===== config.mk =====
export PLATFORM = sky130hd
export DESIGN_NAME = draw_blocks_shaded
export DESIGN_NICKNAME = d
export VERILOG_FILES = /design/src/rtl/draw_blocks_shaded.sv
export SDC_FILE = /design/constraint.sdc
export NUM_CORES = 1
export LEC_CHECK = 0
export CAP_MARGIN = 20
export CORE_ASPECT_RATIO = 1.25
export CORE_MARGIN = 10
export CORE_UTILIZATION = 45
export DETAILED_ROUTE_END_ITERATION = 16
export GPL_TIMING_DRIVEN = 1
export PLACE_DENSITY = 0.82
export SETUP_SLACK_MARGIN = 0.4
export SLEW_MARGIN = 20
export SYNTH_ARGS = -nofsm -noshare
export SYNTH_HDL_FRONTEND = slang
export SYNTH_SLANG_ARGS = --single-unit

===== constraint.sdc =====
create_clock -name clk -period 2 [get_ports clk]
set_input_delay 0.5 -clock clk [delete_from_list [all_inputs] [get_ports clk]]
set_output_delay 0.5 -clock clk [all_outputs]
set_load 0.1 [all_outputs]

===== src/rtl/draw_blocks_shaded.sv =====
// Raster-walks the velocity field, quantises each cell's magnitude to a colour
// and paints a BLOCK_SIZE x BLOCK_SIZE tile per cell, with optional grid lines.
module draw_blocks_shaded #(
  parameter int DRAW_WIDTH   = 640,
  parameter int DRAW_HEIGHT  = 480,
  parameter int FIELD_WIDTH  = 8,
  parameter int FIELD_HEIGHT = 6,
  parameter int FIELD_SIZE   = FIELD_WIDTH * FIELD_HEIGHT,
  parameter int FIELD_DATAW  = 96,
  parameter int FIELD_ADDRW  = $clog2(FIELD_SIZE),
  parameter int BLOCK_SIZE   = DRAW_WIDTH / FIELD_WIDTH,
  parameter int DRAW_DATAW   = 4,
  parameter int DRAW_ADDRW   = $clog2(DRAW_WIDTH * DRAW_HEIGHT),
  parameter int MAG_SHIFT    = 0,
  parameter logic [DRAW_DATAW-1:0] GRID_COLOR = '1
) (
  input  logic                   clk,
  input  logic                   rst_n,
  input  logic                   start,
  input  logic                   abort,
  input  logic                   grid_en,
  output logic                   busy,
  output logic                   done,
  output logic [FIELD_ADDRW-1:0] field_addr_write,
  input  logic [FIELD_DATAW-1:0] field_data_in,
  output logic [DRAW_ADDRW-1:0]  draw_addr_write,
  output logic [DRAW_DATAW-1:0]  draw_data_in,
  output logic                   draw_we
);

  localparam int PXW = (BLOCK_SIZE > 1) ? $clog2(BLOCK_SIZE) : 1;
  localparam int BXW = (FIELD_WIDTH > 1) ? $clog2(FIELD_WIDTH) : 1;

  localparam logic [PXW-1:0]         LP_B_LAST    = PXW'(BLOCK_SIZE - 1);
  localparam logic [BXW-1:0]         LP_BX_LAST   = BXW'(FIELD_WIDTH - 1);
  localparam logic [FIELD_ADDRW-1:0] LP_CELL_LAST = FIELD_ADDRW'(FIELD_SIZE - 1);
  localparam logic [DRAW_ADDRW-1:0]  LP_ROW_STEP  = DRAW_ADDRW'(DRAW_WIDTH);
  localparam logic [DRAW_ADDRW-1:0]  LP_TILE_STEP = DRAW_ADDRW'(BLOCK_SIZE * DRAW_WIDTH);
  localparam logic [DRAW_ADDRW-1:0]  LP_COL_STEP  = DRAW_ADDRW'(BLOCK_SIZE);
  localparam logic [31:0]            LP_CMAX      = 32'((1 << DRAW_DATAW) - 1);

  localparam logic [2:0] S_IDLE  = 3'd0;
  localparam logic [2:0] S_FETCH = 3'd1;
  localparam logic [2:0] S_WAIT  = 3'd2;
  localparam logic [2:0] S_PAINT = 3'd3;
  localparam logic [2:0] S_DONE  = 3'd4;

  logic [2:0]             r_state;
  logic [FIELD_ADDRW-1:0] r_cell;
  logic [BXW-1:0]         r_bx;
  logic [DRAW_ADDRW-1:0]  r_tile_col;
  logic [DRAW_ADDRW-1:0]  r_tile_row;
  logic [DRAW_ADDRW-1:0]  r_row_base;
  logic [PXW-1:0]         r_px;
  logic [PXW-1:0]         r_py;
  logic                   r_grid;
  logic [DRAW_DATAW-1:0]  r_color;
  logic                   r_busy;
  logic                   r_done;
  logic                   r_we;
  logic [FIELD_ADDRW-1:0] r_field_addr;
  logic [DRAW_ADDRW-1:0]  r_draw_addr;
  logic [DRAW_DATAW-1:0]  r_draw_data;

  logic [31:0]           w_mag;
  logic [DRAW_DATAW-1:0] w_quant;
  logic                  w_first;
  logic [DRAW_DATAW-1:0] w_color;
  logic [DRAW_DATAW-1:0] w_pix;
  logic                  w_unused;

  // xn/yn belong to the arrow painter
  assign w_unused = ^field_data_in[FIELD_DATAW-1:32];

  assign w_mag   = field_data_in[31:0] >> MAG_SHIFT;
  assign w_quant = (w_mag > LP_CMAX) ? '1 : w_mag[DRAW_DATAW-1:0];
  assign w_first = (r_px == '0) && (r_py == '0);
  // RAM data is only valid on the first pixel's edge; later pixels use the latched colour
  assign w_color = w_first ? w_quant : r_color;
  assign w_pix   = (r_grid && ((r_px == '0) || (r_py == '0))) ? GRID_COLOR : w_color;

  always_ff @(posedge clk or negedge rst_n) begin
    if (!rst_n) begin
      r_state      <= S_IDLE;
      r_cell       <= '0;
      r_bx         <= '0;
      r_tile_col   <= '0;
      r_tile_row   <= '0;
      r_row_base   <= '0;
      r_px         <= '0;
      r_py         <= '0;
      r_grid       <= 1'b0;
      r_color      <= '0;
      r_busy       <= 1'b0;
      r_done       <= 1'b0;
      r_we         <= 1'b0;
      r_field_addr <= '0;
      r_draw_addr  <= '0;
      r_draw_data  <= '0;
    end else if (abort && (r_state != S_IDLE)) begin
      r_state <= S_IDLE;
      r_busy  <= 1'b0;
      r_done  <= 1'b0;
      r_we    <= 1'b0;
    end else begin
      case (r_state)
        S_IDLE: begin
          r_done <= 1'b0;
          r_we   <= 1'b0;
          if (start) begin
            r_grid     <= grid_en;
            r_cell     <= '0;
            r_bx       <= '0;
            r_tile_col <= '0;
            r_tile_row <= '0;
            r_state    <= S_FETCH;
          end
        end
        S_FETCH: begin
          r_busy       <= 1'b1;
          r_we         <= 1'b0;
          r_field_addr <= r_cell;
          r_row_base   <= r_tile_row + r_tile_col;
          r_px         <= '0;
          r_py         <= '0;
          r_state      <= S_WAIT;
        end
        S_WAIT: begin
          r_we    <= 1'b0;
          r_state <= S_PAINT;
        end
        S_PAINT: begin
          r_we        <= 1'b1;
          r_draw_addr <= r_row_base + DRAW_ADDRW'(r_px);
          r_draw_data <= w_pix;
          if (w_first) r_color <= w_quant;
          if (r_px == LP_B_LAST) begin
            r_px       <= '0;
            r_row_base <= r_row_base + LP_ROW_STEP;
            if (r_py == LP_B_LAST) begin
              if (r_cell == LP_CELL_LAST) begin
                r_state <= S_DONE;
              end else begin
                r_cell <= r_cell + FIELD_ADDRW'(1);
                if (r_bx == LP_BX_LAST) begin
                  r_bx       <= '0;
                  r_tile_col <= '0;
                  r_tile_row <= r_tile_row + LP_TILE_STEP;
                end else begin
                  r_bx       <= r_bx + BXW'(1);
                  r_tile_col <= r_tile_col + LP_COL_STEP;
                end
                r_state <= S_FETCH;
              end
            end else begin
              r_py <= r_py + PXW'(1);
            end
          end else begin
            r_px <= r_px + PXW'(1);
          end
        end
        S_DONE: begin
          r_we    <= 1'b0;
          r_busy  <= 1'b0;
          r_done  <= 1'b1;
          r_state <= S_IDLE;
        end
        default: r_state <= S_IDLE;
      endcase
    end
  end

  assign busy             = r_busy;
  assign done             = r_done;
  assign draw_we          = r_we;
  assign field_addr_write = r_field_addr;
  assign draw_addr_write  = r_draw_addr;
  assign draw_data_in     = r_draw_data;

endmodule


==> results_dict.tcl <==
set metrics [dict create \
    routed_wl_mm 22.29 \
    max-slew-margin-rel 0.6500 \
    hold_class "in2async" \
    status "finished, violations left" \
    met2_length_mm 11.59 \
    core_area_mm2 0.01278 \
    netlist_instances 650 \
    cts-root-buf "clkbuf_16" \
    holdBufCountCts 0 \
    setup_viol 71 \
    syn_to_final_growth_pct 61.05 \
    power.density_mw_per_mm2 1196 \
    drc 0 \
    violations "setup timing" \
    cp-end-kind "register" \
    crit_chain "ha_2 > fa_2 > a211oi_4 > buf_4 > o21ai_2 > a21oi_1 > nor2b_1 > xnor2_1 > o21ai_1" \
    grt_pass1_vias 6167 \
    fin_total_pwr_uw 11380 \
    maxSlewViolCount 0 \
    start_util 0.4624 \
    layout_min_cycle_time_ns 2.308 \
    dr_wl_met3_mm 1.322 \
    synth_warnings 0 \
    layout_common_cells "98 x dfrtp_1, 73 x nand2_1, 69 x buf_4" \
    hold_viol 0 \
    avgSynthCellArea_um2 9.089 \
    cts_buffers 9 \
    num_vias 6236 \
    crit_required_ns 2.24 \
    postRouteAntennaNets 0 \
    port_buffers 68 \
    die_area_mm2 0.01814 \
    grt_overflow 0 \
    ys_ff_latch 103 \
    place_ws_ns -0.4294 \
    crit_slowest_cell "dfrtp_1" \
    clk_pin_slew_ns 0.08 \
    rr_startpoint "r_px[0]" \
    drtIter0Drc 608 \
    leakage_uw 0.003987 \
    worst_pin_slew_ns 0.5239 \
    grt_setup_unrepaired "true" \
    switchingPower_uw 5195 \
    layout_commonest_cell "dfrtp_1" \
    p_int_uw 6186 \
    routed.top_layer "met4" \
    grt_pass1_wl_mm 30.16 \
    combPwrFrac 0.534 \
    path_max_fanout 2 \
    ios 133 \
    fmax_ghz 0.4333 \
    cts_buffer_depth 2 \
    sw_frac_of_total 0.4565 \
    antenna_found_initial 0 \
    cts_tree "yes" \
    peakVddDrop_v 0.0008594 \
    synth_edf_count 0 \
    fp.dieW_um 122.5 \
    synth-main-ff-cell "dfrtp_1" \
    skew_ns 0.01451 \
    fin_crit_sh 1.154 \
    n_antenna_cell 0 \
    dr.pass1.iters 8 \
    drive_above_1_share 0.4165 \
    rows 46 \
    dp_hpwl_mm 12.15 \
    seqPwrFrac 0.292 \
    wl_per_cell_um 22.42 \
    crit_type "reg2reg" \
    maxCapViolCount 0 \
    start_kind "register" \
    cp.arrival_ns 2.55 \
    die_h_um 148.1 \
    syn_nets 778 \
    p_clk_frac 0.174 \
    yosysSeqAreaShare 0.4363 \
    fin_nets 949 \
    via_per_inst 6.274 \
    gp_congestion 0.8865 \
    yosysUniqueCellTypes 65 \
    synthesis.area_mm2 0.005908 \
    h-tree-depth 3 \
    met1_length_mm 8.051 \
    numClockSinks 103 \
    clk-insertion-delay-late_ns 0.36 \
    max_stage_delay_ns 0.43 \
    grt_max_degree 46 \
    fin_ws_ns -0.3076 \
    grt.total_usage 0.2015 \
    startpoint "r_px[0]" \
    async_flop_share 1.000 \
]
==> Yosys cell counts (4+ instances only) <==
cell / n / area [um^2]
and3_1: 9 / 56.30
or2_2: 4 / 25.02
xor2_1: 15 / 131.4
xnor2_1: 19 / 166.4
a21oi_1: 43 / 215.2
inv_1: 11 / 41.29
dfrtp_1: 103 / 2577
or3_1: 6 / 37.54
a31oi_1: 11 / 68.82
nor2b_1: 6 / 37.54
and4_1: 5 / 43.79
clkbuf_1: 19 / 71.32
nor3b_1: 4 / 30.03
nor3_1: 11 / 55.05
nand3_1: 29 / 145.1
nor2_1: 48 / 180.2
nand2_1: 82 / 307.8
o21ai_0: 82 / 410.4
mux2i_1: 4 / 40.04
a21o_1: 10 / 75.07
buf_2: 4 / 20.02
and2_1: 4 / 25.02
mux2_2: 8 / 90.09
nor4_1: 15 / 93.84
ha_1: 26 / 325.3
o31ai_1: 9 / 67.56
clkbuf_8: 4 / 55.05
nand4_1: 7 / 43.79
==> cell families (layout without fill, tap and decap cells) <==
| family | count (synthesis) | count (layout) | synth area share |
|---|---|---|---|
| DFF | 103 | 103 | 0.4363 |
| other | 1 | 1 | 0.0006347 |
| buffers and inverters | 43 | 219 | 0.03939 |
| AOI/OAI and AO/OA | 180 | 180 | 0.1796 |
| and+or+nand+nor | 249 | 249 | 0.2116 |
| muxes | 12 | 12 | 0.02203 |
| adders and majority gates | 28 | 28 | 0.06014 |
| xor gates and xnor gates | 34 | 34 | 0.05040 |
==> registers in the layout, indices dropped and copies added, names as in the netlist, 3 cells and up <==
signal	cells
r_px	7
r_state	3
r_bx	3
r_color	4
draw_data_in	4
draw_addr_write	19
r_cell	6
r_tile_row	8
field_addr_write	6
r_row_base	17
r_py	7
r_tile_col	15
==> through the flow <==
stage                     setup TNS [ns]  cell area [um^2]  utilization  hold slack, ns  instances
after floorplan                        0              6309            -          0.2044        650
after global placement            -12.62              7874       0.6162          0.4536        928
after detailed placement          -17.66              7874       0.6162          0.4605        928
after CTS                        -0.5029              8876       0.6947         0.09118        971
after global routing              -10.80              9515       0.7447          0.1094        994
final                             -7.940              9515       0.7447         0.08115        994
==> routing by layer <==
metal / track usage / vias up
met5: 0 / -
met1: 0.2245 / 3067
met3: 0.02955 / 126
li1: - / 2684
met2: 0.3722 / 359
met4: 0.07792 / 0
==> worst max-delay path, delay by kind of cell (launching register included) <==
kind / cells / cell delay (ns)
AOI/OAI and AO/OA: 4 / 0.66
xor gates and xnor gates: 1 / 0.23
adders and majority gates: 2 / 0.59
buffers and inverters: 1 / 0.16
DFF: 1 / 0.43
and+or+nand+nor: 1 / 0.12
==> final timing paths <==
kind / slack [ns] / to / cells after the start
setup / recovery: -0.31 / draw_addr_write[8] / 9
hold / removal: 0.08 / draw_addr_write[1] / 1
setup reg to reg: -0.31 / draw_addr_write[8] / 9
hold reg to reg: 0.53 / r_state[1] / 1
max in group asynchronous: 1.26 / r_state[1] / 2
min in group clk: 0.53 / r_state[1] / 1
==> what timing repair did <==
| item | in CTS | in global routing |
|---|---|---|
| resized for setup | 133 | 115 |
| cloned | 1 | 0 |
| pin swaps | 40 | 40 |
| setup endpoints to repair | 96 | 97 |
| hold endpoints to repair | 0 | 0 |
| setup buffers | 26 | 23 |
==> power groups by stage <==
stage	sequential (uW)	combinational [uW]	clock, uW
floorplan	4400	1750	0
global placement	3120	4770	0
detailed placement	3160	4880	0
CTS	3160	5350	1940
global route	3370	6330	2060
finish	3320	6080	1980
==> area by class of cell <==
type | instances | area (um^2)
clock buffers | 10 | 239.0
clock inverters | 6 | 83.83
fillers | 766 | 3262
inverters | 11 | 41.29
multi-input cells | 504 | 4103
flip-flops and latches | 103 | 2584
well taps | 168 | 210.2
repair buffers | 192 | 2255
Note: power is estimated with default switching activity, not from simulation.
==> RTL edit (same settings) <==
Register the output `field_addr_write` once more; this adds one clock of latency there. The other outputs are not delayed to match.
--- a/src/rtl/draw_blocks_shaded.sv
+++ b/src/rtl/draw_blocks_shaded.sv
@@ -173,7 +173,13 @@
   assign busy             = r_busy;
   assign done             = r_done;
   assign draw_we          = r_we;
-  assign field_addr_write = r_field_addr;
+  always_ff @(posedge clk or negedge rst_n) begin
+    if (!rst_n) begin
+      field_addr_write <= '0;
+    end else begin
+      field_addr_write <= r_field_addr;
+    end
+  end
   assign draw_addr_write  = r_draw_addr;
   assign draw_data_in     = r_draw_data;
 
Behaviour: same outputs for any inputs over 4 cycles, from zero or initial values and one cycle with rst_n low; that may be too few to reach the edited logic, so the function may still have changed.
==> RTL edit against the original RTL <==
- count of clock-buffer cells in the layout down 1
- first-iteration DRC count up 5.9%
- largest power group unchanged
- worst setup slack better by 0.14 ns
- cell count down 0.80%
- sequential share of layout area up 3.6 points
- routed wire length down 8.5%
- cell area down 6.2%
- die area up 0.68%
- synthesized area up 0.80%
- power up 2.8%
- critical path type unchanged
- critical path depth down 1
- non-clock buffer count down 12
- sequential cell count up 6
- critical endpoint is now r_cell[3]$_DFFE_PN0P_
- the run still ends with negative setup slack left
==> RTL edit: results (changes against the original RTL) <==
[critical_path]
r2r-end = r_cell[3]$_DFFE_PN0P_
reg2reg_depth = 8  ; -1
r2r_slack_ns = -0.17  ; +0.14 ns
cp_max_fo = 9  ; +7

[power_and_ir_drop]
vdd_drop_max_mv = 0.938  ; +9.2%
leakage_nw = 3.92  ; -1.6%

[outcome]
status = complete, but fails checks
violations = negative setup slack

[cells_and_area]
nClkBuffers = 9  ; -1
buffers = 180  ; -6.3%
buf_share_pct = 22.7  ; -1.0 points
multi_input_cells = 503  ; -0.20%
clk_share_pct = 3.35  ; -0.042 points

[route]
first_pass_iters = 6  ; -2
wl_um = 20400  ; -8.5%
met1_length_um = 7050  ; -12%
avgViaCountPerCell = 6.19  ; -1.4%

[cts]
cts_resized = 97  ; -27%

[timing]
setup_ws_ns = -0.167  ; +0.141 ns
tns_ns = -3.90  ; +4.04 ns
setup_viol = 41  ; -42%

[yosys]
syn_area_per_cell_um2 = 9.18  ; +0.96%
synth.yosys.seq_area_share_pct = 45.8  ; +2.2 points

[floorplan]
fp.dieW_um = 123  ; +0.33%

[global_route]
grt_pass1_wl_um = 29600  ; -2.0%

[place]
hpwl_um = 12100  ; -0.41%

RTL edit: changes by cell type in the layout (fill, tap and decap cells not counted), sizes merged, moves of 5 or more:
cell / before / now
and3: 9 / 14
xor2: 15 / 24
a21o: 10 / 4
dfrtp: 103 / 109
o21a: 1 / 8
buf: 157 / 142
nand4: 7 / 15
nor2: 51 / 56
o21ai: 85 / 69
nor4: 16 / 9
RTL edit: per-layer routing:
layer	track usage, %	vias to the layer above
met2	34.8	378
met4	12.8	0
met1	20.8	2924
li1	-	2671
met3	4.28	126
met5	0	-
RTL edit: cell families after synthesis:
kind of cell             after synthesis  synth area share [%]
other                                  1                0.0630
AO/OA/AOI/OAI                        174                  17.6
AND/OR/NAND/NOR                      251                  20.5
buffers and inverters                 37                  2.52
multiplexers                          11                  2.02
adder cells (fa/ha/maj)               27                  5.80
XOR/XNOR                              39                  5.74
flip-flops                           109                  45.8
RTL edit: power by group:
part	switching (mW)	internal [mW]
Combinational	3.79	2.68
Clock	0.911	0.887
Sequential	0.702	2.73
Total	5.40	6.30
